`src/rtl/led_matrix_pkg.sv`:
```
// Shared constants, scan state encoding and pixel indexing for the LED matrix scanner.
package led_matrix_pkg;
  localparam bit ACT_HIGH = 1'b1;
  localparam bit ACT_LOW  = 1'b0;

  typedef enum logic {BLANK = 1'b0, SCAN = 1'b1} scan_state_t;

  // Row-major bitmap: bit r*cols+c is row r, column c.
  function automatic int pix_idx(input int r, input int c, input int cols);
    return r * cols + c;
  endfunction
endpackage

```
`src/rtl/led_matrix_scanner_if.sv`:
```
// Frame load handshake between a frame source (master) and the scanner (slave).
interface led_matrix_scanner_if #(
  parameter int FRAME_W = 64
);
  logic [FRAME_W-1:0] frame_in;
  logic               load_valid;
  logic               load_ready;

  modport master (output frame_in, output load_valid, input load_ready);
  modport slave  (input frame_in, input load_valid, output load_ready);
endinterface

```
`src/rtl/scan_timebase.sv`:
```
// Prescaler, PWM slot counter and column counter; all held at zero while not running.
module scan_timebase #(
  parameter int COLS  = 8,
  parameter int DIV_W = 16,
  parameter int PWM_W = 4,
  parameter int CW    = $clog2(COLS)
) (
  input  logic             clk,
  input  logic             rst,
  input  logic             run,
  input  logic [DIV_W-1:0] scan_div,
  output logic [PWM_W-1:0] slot_cnt,
  output logic [CW-1:0]    col,
  output logic             frame_end
);
  localparam logic [CW-1:0] COL_LAST = CW'(COLS - 1);

  logic [DIV_W-1:0] div_reg;
  logic [PWM_W-1:0] slot_reg;
  logic [CW-1:0]    col_reg;
  logic             slot_tick;
  logic             col_tick;

  // >= so a live decrease of scan_div below div_reg still ends the slot.
  assign slot_tick = run && (div_reg >= scan_div);
  assign col_tick  = slot_tick && (slot_reg == {PWM_W{1'b1}});
  assign frame_end = col_tick && (col_reg == COL_LAST);

  assign slot_cnt = slot_reg;
  assign col      = col_reg;

  always_ff @(posedge clk) begin
    if (!rst || !run) begin
      div_reg  <= '0;
      slot_reg <= '0;
      col_reg  <= '0;
    end else if (slot_tick) begin
      div_reg  <= '0;
      slot_reg <= slot_reg + 1'b1;
      if (col_tick) begin
        col_reg <= frame_end ? '0 : col_reg + 1'b1;
      end
    end else begin
      div_reg <= div_reg + 1'b1;
    end
  end
endmodule

```
`src/rtl/led_matrix_scanner.sv`:
```
// Double-buffered, PWM-dimmed column-scan LED matrix driver with tear-free frame swaps.
module led_matrix_scanner
  import led_matrix_pkg::*;
#(
  parameter int ROWS    = 8,
  parameter int COLS    = 8,
  parameter int DIV_W   = 16,
  parameter int PWM_W   = 4,
  parameter bit ROW_ACT = ACT_HIGH,
  parameter bit COL_ACT = ACT_LOW
) (
  input  logic                 clk,
  input  logic                 rst,
  input  logic                 en,
  led_matrix_scanner_if.slave  load,
  input  logic [DIV_W-1:0]     scan_div,
  input  logic [PWM_W-1:0]     brightness,
  output logic [ROWS-1:0]      rows,
  output logic [COLS-1:0]      colms,
  output logic                 frame_done
);
  localparam int CW = $clog2(COLS);
  localparam int FW = ROWS * COLS;
  localparam int IW = $clog2(FW);

  scan_state_t      state_reg, state_next;
  logic             run, lit, frame_end, swap, accept;
  logic             pending_reg, frame_done_reg;
  logic [PWM_W-1:0] slot_cnt;
  logic [CW-1:0]    col;
  logic [FW-1:0]    shadow_reg, active_reg;
  logic [ROWS-1:0]  pix, rows_reg, rows_next;
  logic [COLS-1:0]  colms_reg, colms_next;

  scan_timebase #(
    .COLS (COLS),
    .DIV_W(DIV_W),
    .PWM_W(PWM_W),
    .CW   (CW)
  ) u_timebase (
    .clk      (clk),
    .rst      (rst),
    .run      (run),
    .scan_div (scan_div),
    .slot_cnt (slot_cnt),
    .col      (col),
    .frame_end(frame_end)
  );

  for (genvar gi = 0; gi < ROWS; gi++) begin : g_pix
    assign pix[gi] = active_reg[IW'(pix_idx(gi, int'(col), COLS))];
  end

  always_ff @(posedge clk) begin
    if (!rst) state_reg <= BLANK;
    else      state_reg <= state_next;
  end

  always_comb begin
    state_next = state_reg;
    case (state_reg)
      BLANK:   if (en)  state_next = SCAN;
      SCAN:    if (!en) state_next = BLANK;
      default: state_next = BLANK;
    endcase
    // Dropping en blanks on the very next edge, before the state register follows.
    run        = (state_reg == SCAN) && en;
    lit        = run && (slot_cnt < brightness);
    rows_next  = {ROWS{~ROW_ACT}};
    colms_next = {COLS{~COL_ACT}};
    if (lit) begin
      rows_next  = ROW_ACT ? pix : ~pix;
      colms_next[col] = COL_ACT;
    end
  end

  // Shadow is only writable while nothing is pending, so accept and swap never coincide.
  assign accept          = load.load_valid && !pending_reg;
  assign swap            = pending_reg && (frame_end || (state_reg == BLANK));
  assign load.load_ready = !pending_reg;

  always_ff @(posedge clk) begin
    if (!rst) begin
      pending_reg <= 1'b0;
      shadow_reg  <= '0;
      active_reg  <= '0;
    end else begin
      if (swap) begin
        active_reg  <= shadow_reg;
        pending_reg <= 1'b0;
      end
      if (accept) begin
        shadow_reg  <= load.frame_in;
        pending_reg <= 1'b1;
      end
    end
  end

  always_ff @(posedge clk) begin
    if (!rst) begin
      rows_reg       <= {ROWS{~ROW_ACT}};
      colms_reg      <= {COLS{~COL_ACT}};
      frame_done_reg <= 1'b0;
    end else begin
      rows_reg       <= rows_next;
      colms_reg      <= colms_next;
      frame_done_reg <= frame_end;
    end
  end

  assign rows       = rows_reg;
  assign colms      = colms_reg;
  assign frame_done = frame_done_reg;
endmodule

```
`src/flat_wrapper.sv`:
```
// flat-port wrapper written by rule: the top's interface ports become plain ports
module led_matrix_scanner_flat import led_matrix_pkg::*;
#(
  parameter int ROWS    = 8,
  parameter int COLS    = 8,
  parameter int DIV_W   = 16,
  parameter int PWM_W   = 4,
  parameter bit ROW_ACT = ACT_HIGH,
  parameter bit COL_ACT = ACT_LOW
)
  (clk, rst, en, scan_div, brightness, rows, colms, frame_done, load_frame_in, load_load_valid, load_load_ready);
  led_matrix_scanner_if #(.FRAME_W(64)) load_i ();
  input  logic clk;
  input  logic rst;
  input  logic en;
  input  logic [DIV_W-1:0] scan_div;
  input  logic [PWM_W-1:0] brightness;
  output logic [ROWS-1:0] rows;
  output logic [COLS-1:0] colms;
  output logic frame_done;
  input wire logic [$bits(load_i.frame_in)-1:0] load_frame_in;
  input wire logic [$bits(load_i.load_valid)-1:0] load_load_valid;
  output wire logic [$bits(load_i.load_ready)-1:0] load_load_ready;
  assign load_i.frame_in = load_frame_in;
  assign load_i.load_valid = load_load_valid;
  assign load_load_ready = load_i.load_ready;
  led_matrix_scanner #(.ROWS(ROWS), .COLS(COLS), .DIV_W(DIV_W), .PWM_W(PWM_W), .ROW_ACT(ROW_ACT), .COL_ACT(COL_ACT)) u_core (.clk(clk), .rst(rst), .en(en), .load(load_i), .scan_div(scan_div), .brightness(brightness), .rows(rows), .colms(colms), .frame_done(frame_done));
endmodule
```
`config.mk`:
```
export PLATFORM = sky130hd
export DESIGN_NAME = led_matrix_scanner_flat
export DESIGN_NICKNAME = d
export VERILOG_FILES = /design/src/rtl/led_matrix_pkg.sv /design/src/rtl/led_matrix_scanner_if.sv /design/src/rtl/scan_timebase.sv /design/src/rtl/led_matrix_scanner.sv /design/src/flat_wrapper.sv
export SDC_FILE = /design/constraint.sdc
export NUM_CORES = 1
export LEC_CHECK = 0
export CAP_MARGIN = 20
export CORE_MARGIN = 1
export CORE_UTILIZATION = 35
export CTS_CLUSTER_DIAMETER = 120
export DETAILED_ROUTE_END_ITERATION = 12
export MAX_ROUTING_LAYER = met4
export SETUP_SLACK_MARGIN = 0.4
export SYNTH_ARGS = -nofsm -noshare
export SYNTH_HDL_FRONTEND = slang
export SYNTH_SLANG_ARGS = --single-unit
```
`constraint.sdc`:
```
create_clock -name clk -period 2.1 [get_ports clk]
set_input_delay 0.42 -clock clk [delete_from_list [all_inputs] [get_ports clk]]
set_output_delay 0.42 -clock clk [all_outputs]
set_load 0.005 [all_outputs]
```
== Word level (Yosys, flattened, before mapping) ==
Cells that the tools add are included.
W data, S select, Z words.

* Flip-flop bits (word level): 170
* Bits of input ports: 88
* Output and inout port bits: 18
* Logic and storage cells: 82

* Add/sub/neg operators: 10
* $lt $le $gt $ge: 12
* Equal/unequal tests: 2
* Mux-type cells: 29
* Bitwise operators: 2
* Reduce and logical (&&, ||, !) cells: 17

{| class="wikitable"
|+ Operator list
! kind !! count
|-
| $lt A6 B8 Y1 const B || 7
|-
| $bmux W1 S6 || 7
|-
| $add A6 B3 Y6 const A || 4
|-
| $mux W1 || 19
|-
| $add A16 B1 Y16 const B || 1
|-
| $ge A16 B16 Y1 || 1
|-
| $add A5 B3 Y6 const A || 2
|-
| $logic_and A1 B1 Y1 || 8
|-
| $not A8 Y8 || 1
|-
| $lt A3 B7 Y1 const B || 1
|-
| $add A4 B3 Y5 const A || 1
|-
| $add A4 B1 Y4 const B || 1
|-
| $eq A4 B4 Y1 const B || 1
|-
| $lt A3 B4 Y1 const B || 1
|-
| $lt A4 B4 Y1 || 1
|-
| $reduce_and A2 Y1 || 2
|-
| $add A3 B1 Y3 const B || 1
|-
| $bmux W1 S3 || 1
|-
| $demux W1 S3 || 1
|-
| $eq A3 B3 Y1 const B || 1
|-
| $ge A3 B1 Y1 const B || 1
|-
| $logic_not A1 Y1 || 3
|-
| $mux W3 || 1
|-
| $logic_or A1 B1 Y1 || 2
|-
| other kinds (3) || 3
|}

== Longest topological paths before layout ==
* Depth in word-level cells: 8
* Depth in mapped cells: 10
* Gate-level depth less buffers: 8

== By module ==
From an unflattened synthesis, not the netlist that was laid out.

* Cell total of the unflattened synthesis: 848
* Area, all modules: 7354.6 sq um

{| class="wikitable"
|+ Modules (own cells, without submodules)
! module !! instances !! cells each !! area an instance (sq um) !! sequential area each (sq um)
|-
| led_matrix_scanner || 1 || 677 || 5870.6 || 2942.8
|-
| scan_timebase || 1 || 171 || 1483.9 || 460.4
|}

== Worst setup path after synthesis ==
OpenSTA, ideal clock, no wires.

* Kind: input port to flip-flop
* From: input port scan_div[0]
* To: register u_core.active_reg[0]
* Setup time: 0.072 ns
* Data arrival time: 2.183 ns
* Data required time: 2.028 ns
* Setup slack: -0.155 ns
* Stages: 9
* Buffers on the path: 2
* Cell sequence: ha_1 > nand2b_4 > a2111oi_4 > nand3b_2 > nand3_4 > a41oi_2 > buf_6 > buf_12 > mux2i_1

* Word-level cells in the longest chain between the ends: 6

{| class="wikitable"
|+ RTL lines
! what !! line !! text
|-
| start: declaration || flat_wrapper.sv:16 || <nowiki>input logic [DIV_W-1:0] scan_div;</nowiki>
|-
| $ge A16 B16 Y1 || scan_timebase.sv:25 || <nowiki>assign slot_tick = run && (div_reg >= scan_div);</nowiki>
|-
| $logic_and A1 B1 Y1 || scan_timebase.sv:25 ||
|-
| $logic_and A1 B1 Y1 || scan_timebase.sv:26 || <nowiki>assign col_tick = slot_tick && (slot_reg == {PWM_W{1'b1}});</nowiki>
|-
| $logic_and A1 B1 Y1 || scan_timebase.sv:27 || <nowiki>assign frame_end = col_tick && (col_reg == COL_LAST);</nowiki>
|-
| $logic_or A1 B1 Y1 || led_matrix_scanner.sv:79 || <nowiki>assign swap = pending_reg && (frame_end || (state_reg == BLANK));</nowiki>
|-
| $logic_and A1 B1 Y1 || led_matrix_scanner.sv:79 ||
|-
| end signal: assignment || led_matrix_scanner.sv:89 || <nowiki>active_reg <= shadow_reg;</nowiki>
|-
| end: declaration || led_matrix_scanner.sv:31 || <nowiki>logic [FW-1:0] shadow_reg, active_reg;</nowiki>
|}

No other way between the ends.
A chain may end at the register's enable or synchronous reset.

== Final worst setup path ==
* From: register u_core.u_timebase.div_reg[0]
* To: register u_core.active_reg[39]

* Word-level cells in the longest chain between the ends: 6

{| class="wikitable"
|+ RTL lines
! what !! line !! text
|-
| start: declaration || scan_timebase.sv:18 || <nowiki>logic [DIV_W-1:0] div_reg;</nowiki>
|-
| start signal: assignment || scan_timebase.sv:44 || <nowiki>div_reg <= div_reg + 1'b1;</nowiki>
|-
| $ge A16 B16 Y1 || scan_timebase.sv:25 ||
|-
| $logic_and A1 B1 Y1 || scan_timebase.sv:25 ||
|-
| $logic_and A1 B1 Y1 || scan_timebase.sv:26 ||
|-
| $logic_and A1 B1 Y1 || scan_timebase.sv:27 ||
|-
| $logic_or A1 B1 Y1 || led_matrix_scanner.sv:79 ||
|-
| $logic_and A1 B1 Y1 || led_matrix_scanner.sv:79 ||
|}

No other way between the ends.

==> results_dict.tcl <==
set metrics [dict create \
    cts_tree "yes" \
    synth.net_count 927 \
    grt_pass1_vias 5560 \
    synth_seq_area_share_pct 46.85 \
    fin_ws_ns -0.1283 \
    grt.overflow.total 0 \
    synth_most_common_cell "nand2_1" \
    vias 5606 \
    drive_gt1_share_pct 15.91 \
    p_seq_share_pct 46.8 \
    timing.fmax_mhz 448.8 \
    fin_crit_sh_pct 106.1 \
    clkLatencyLatePin_ns 0.42 \
    ys_warn_count 0 \
    clock-root-buffer "clkbuf_16" \
    timing.max_cap.violations 0 \
    timing.final.crit_period_ns 2.228 \
    fillers 1977 \
    pwr-share-clk_pct 43.8 \
    synth_commonest_cells "nand2_1, dfxtp_1, a21oi_1, mux2i_1, clkbuf_1" \
    clkSinkCount 170 \
    start_util_pct 35.79 \
    worstSetupStartpointType "flip-flop" \
    ant_nets 0 \
    final_net_count 1043 \
    clk_pin_slew_worst_paths_ns 0.06 \
    syn2layout_area_growth_pct 35.91 \
    holdCritPathClass "in -> reg" \
    synth-async-reset-ratio_pct 0 \
    hold_start "rst" \
    multiInputGateArea_um2 3772 \
    cts_max_level 4 \
    avgSynthCellArea_um2 8.903 \
    fp.dieW_um 146.1 \
    cts.path.max_buffers 2 \
    place.detailed.hpwl_um 10690 \
    dieHeight_um 146.1 \
    avgViaCountPerCell 4.622 \
    syn-instance-count 816 \
    first_iter_violations 240 \
    placed_cell_area_um2 8879 \
    leakagePower_nw 4.092 \
    arrival_ns 2.57 \
    rsz0062_at_grt "yes" \
    core_area_um2 20300 \
    drtPass1Iterations 4 \
    cp.required_ns 2.44 \
    path_class "reg -> reg" \
    p_sw_share_pct 21.99 \
    crit_path_max_fanout 26 \
    fin_area_um2 9873 \
    violations "setup timing" \
    power_frac_comb_pct 9.4 \
    powerDensity_nw_per_um2 731.2 \
    synth_seq_cells 170 \
    grt_first_pass_wirelength_um 27100 \
    p_total_mw 7.220 \
    fin_skew_ns 0.004796 \
    p_int_mw 5.632 \
    power_switching_mw 1.587 \
    hold_viol_final 0 \
    remaining_drc_errors 0 \
    cts_buffers 17 \
    end_kind "flip-flop" \
    avgRoutedWirePerCell_um 13.45 \
    dieArea_um2 21340 \
    setup_viol 64 \
    antenna_found_initial 0 \
    synth_flop_cell "dfxtp_1" \
    r2r_start "u_core.u_timebase.div_reg[0]" \
    synth_area_um2 7264 \
    crit_start "u_core.u_timebase.div_reg[0]" \
    yosys.area.top_type "dfxtp_1" \
    rows 52 \
    ys_top_cells_by_area "dfxtp_1, nand2_1, mux2i_1" \
    gp_congestion 0.7291 \
    wirelength_um 16320 \
    synth_top_area_share_pct 46.85 \
    grt_max_degree 54 \
    io_buffers 105 \
    slew_headroom_pct 65.61 \
    io_pins 106 \
    antenna_cells 0 \
    track_usage_pct 16.44 \
    report.final.slew_viol_count 0 \
    status "complete, but fails checks" \
    tightest_slew_ns 0.5158 \
    yosysUniqueCellTypes 37 \
    register_area_um2 3417 \
    peakVddDrop_uv 530.8 \
    synth_edf_count 0 \
]
## per-layer routing
metal,GRT usage (%),wire length (um)
met2,26.65,7639
met4,3.906,145
met3,3.594,456
met1,20.88,8075
met5,-,0
## cell families (layout without fill, tap and decap cells)
kind of cell             count (synthesis)  count (layout)  share of synthesized area (%)
AND/OR/NAND/NOR                        351             351                          20.10
flip-flops                             170             170                          46.85
adder cells (fa/ha/maj)                 23              23                          3.961
XOR/XNOR                                14              14                          1.688
buffers and inverters                   78             205                          5.512
AO/OA/AOI/OAI                           92              92                          7.010
multiplexers                            88              88                          14.88
## layout by cell type, fill, tap and decap left out, drive strengths merged, types with 16 or more instances in the layout
master and n:
a21oi 78, nor2 27, nand2 284, mux4 16, clkdlybuf4s50 85, buf 44, dfxtp 170, inv 25
mux2i 72, ha 23, clkbuf 24
## timing repair
| action | 4_1_cts | 5_1_grt |
|---|---|---|
| setup buffers | 6 | 2 |
| resized for setup | 55 | 14 |
| cloned | 3 | 2 |
| hold buffers | 0 | 0 |
| pin swaps | 4 | 7 |
| endpoints found under the hold margin | 0 | 0 |
| setup endpoints to repair | 107 | 111 |
## path summary, 6_finish.rpt
kind                                         endpoint  slack [ns]  cells past startpoint
worst max register to register  u_core.active_reg[39]       -0.13                     10
worst min-delay path                 u_core.state_reg        0.26                      2
worst max-delay path            u_core.active_reg[39]       -0.13                     10
worst min register to register   u_core.active_reg[1]        0.45                      2
## layout make-up
class | count | area share, %
multi-input combinational | 568 | 38.21
inverter | 25 | 0.9758
sequential | 170 | 34.61
clock inverter | 8 | 1.204
timing repair buffer | 150 | 16.78
clock buffer | 22 | 4.803
tap | 270 | 3.422
## power groups by stage
stage	clock (mW)	sequential [mW]	combinational (mW)
floorplan	0	3.43	0.361
global placement	0	3.45	0.613
detailed placement	0	3.45	0.617
CTS	3.22	3.38	0.664
global route	3.38	3.39	0.744
finish	3.16	3.38	0.677
## through the flow
| step | instances | util, % | hold WS, ns | setup TNS [ns] | setup slack (ns) |
|---|---|---|---|---|---|
| floorplan | 816 | - | 0.4348 | 0 | 0.0001859 |
| global placement | 1170 | 43.74 | 0.4402 | -47.97 | -0.6176 |
| detailed placement | 1170 | 43.74 | 0.4446 | -49.56 | -0.6524 |
| CTS | 1209 | 48.08 | 0.2460 | -3.270 | -0.09484 |
| global route | 1213 | 48.64 | 0.2627 | -11.77 | -0.2221 |
| finish | 1213 | 48.64 | 0.2602 | -4.227 | -0.1283 |
## critical path, cell delays in order (launching register included)
cell and delay (ns):
dfxtp_2 0.33, inv_2 0.04, ha_4 0.19, nand2b_4 0.14
a2111oi_4 0.29, nand3b_4 0.20, nand3_4 0.10, a41oi_4 0.22
buf_12 0.18, buf_16 0.20, mux2i_1 0.22
No activity file was read; power rests on OpenSTA's default activity.
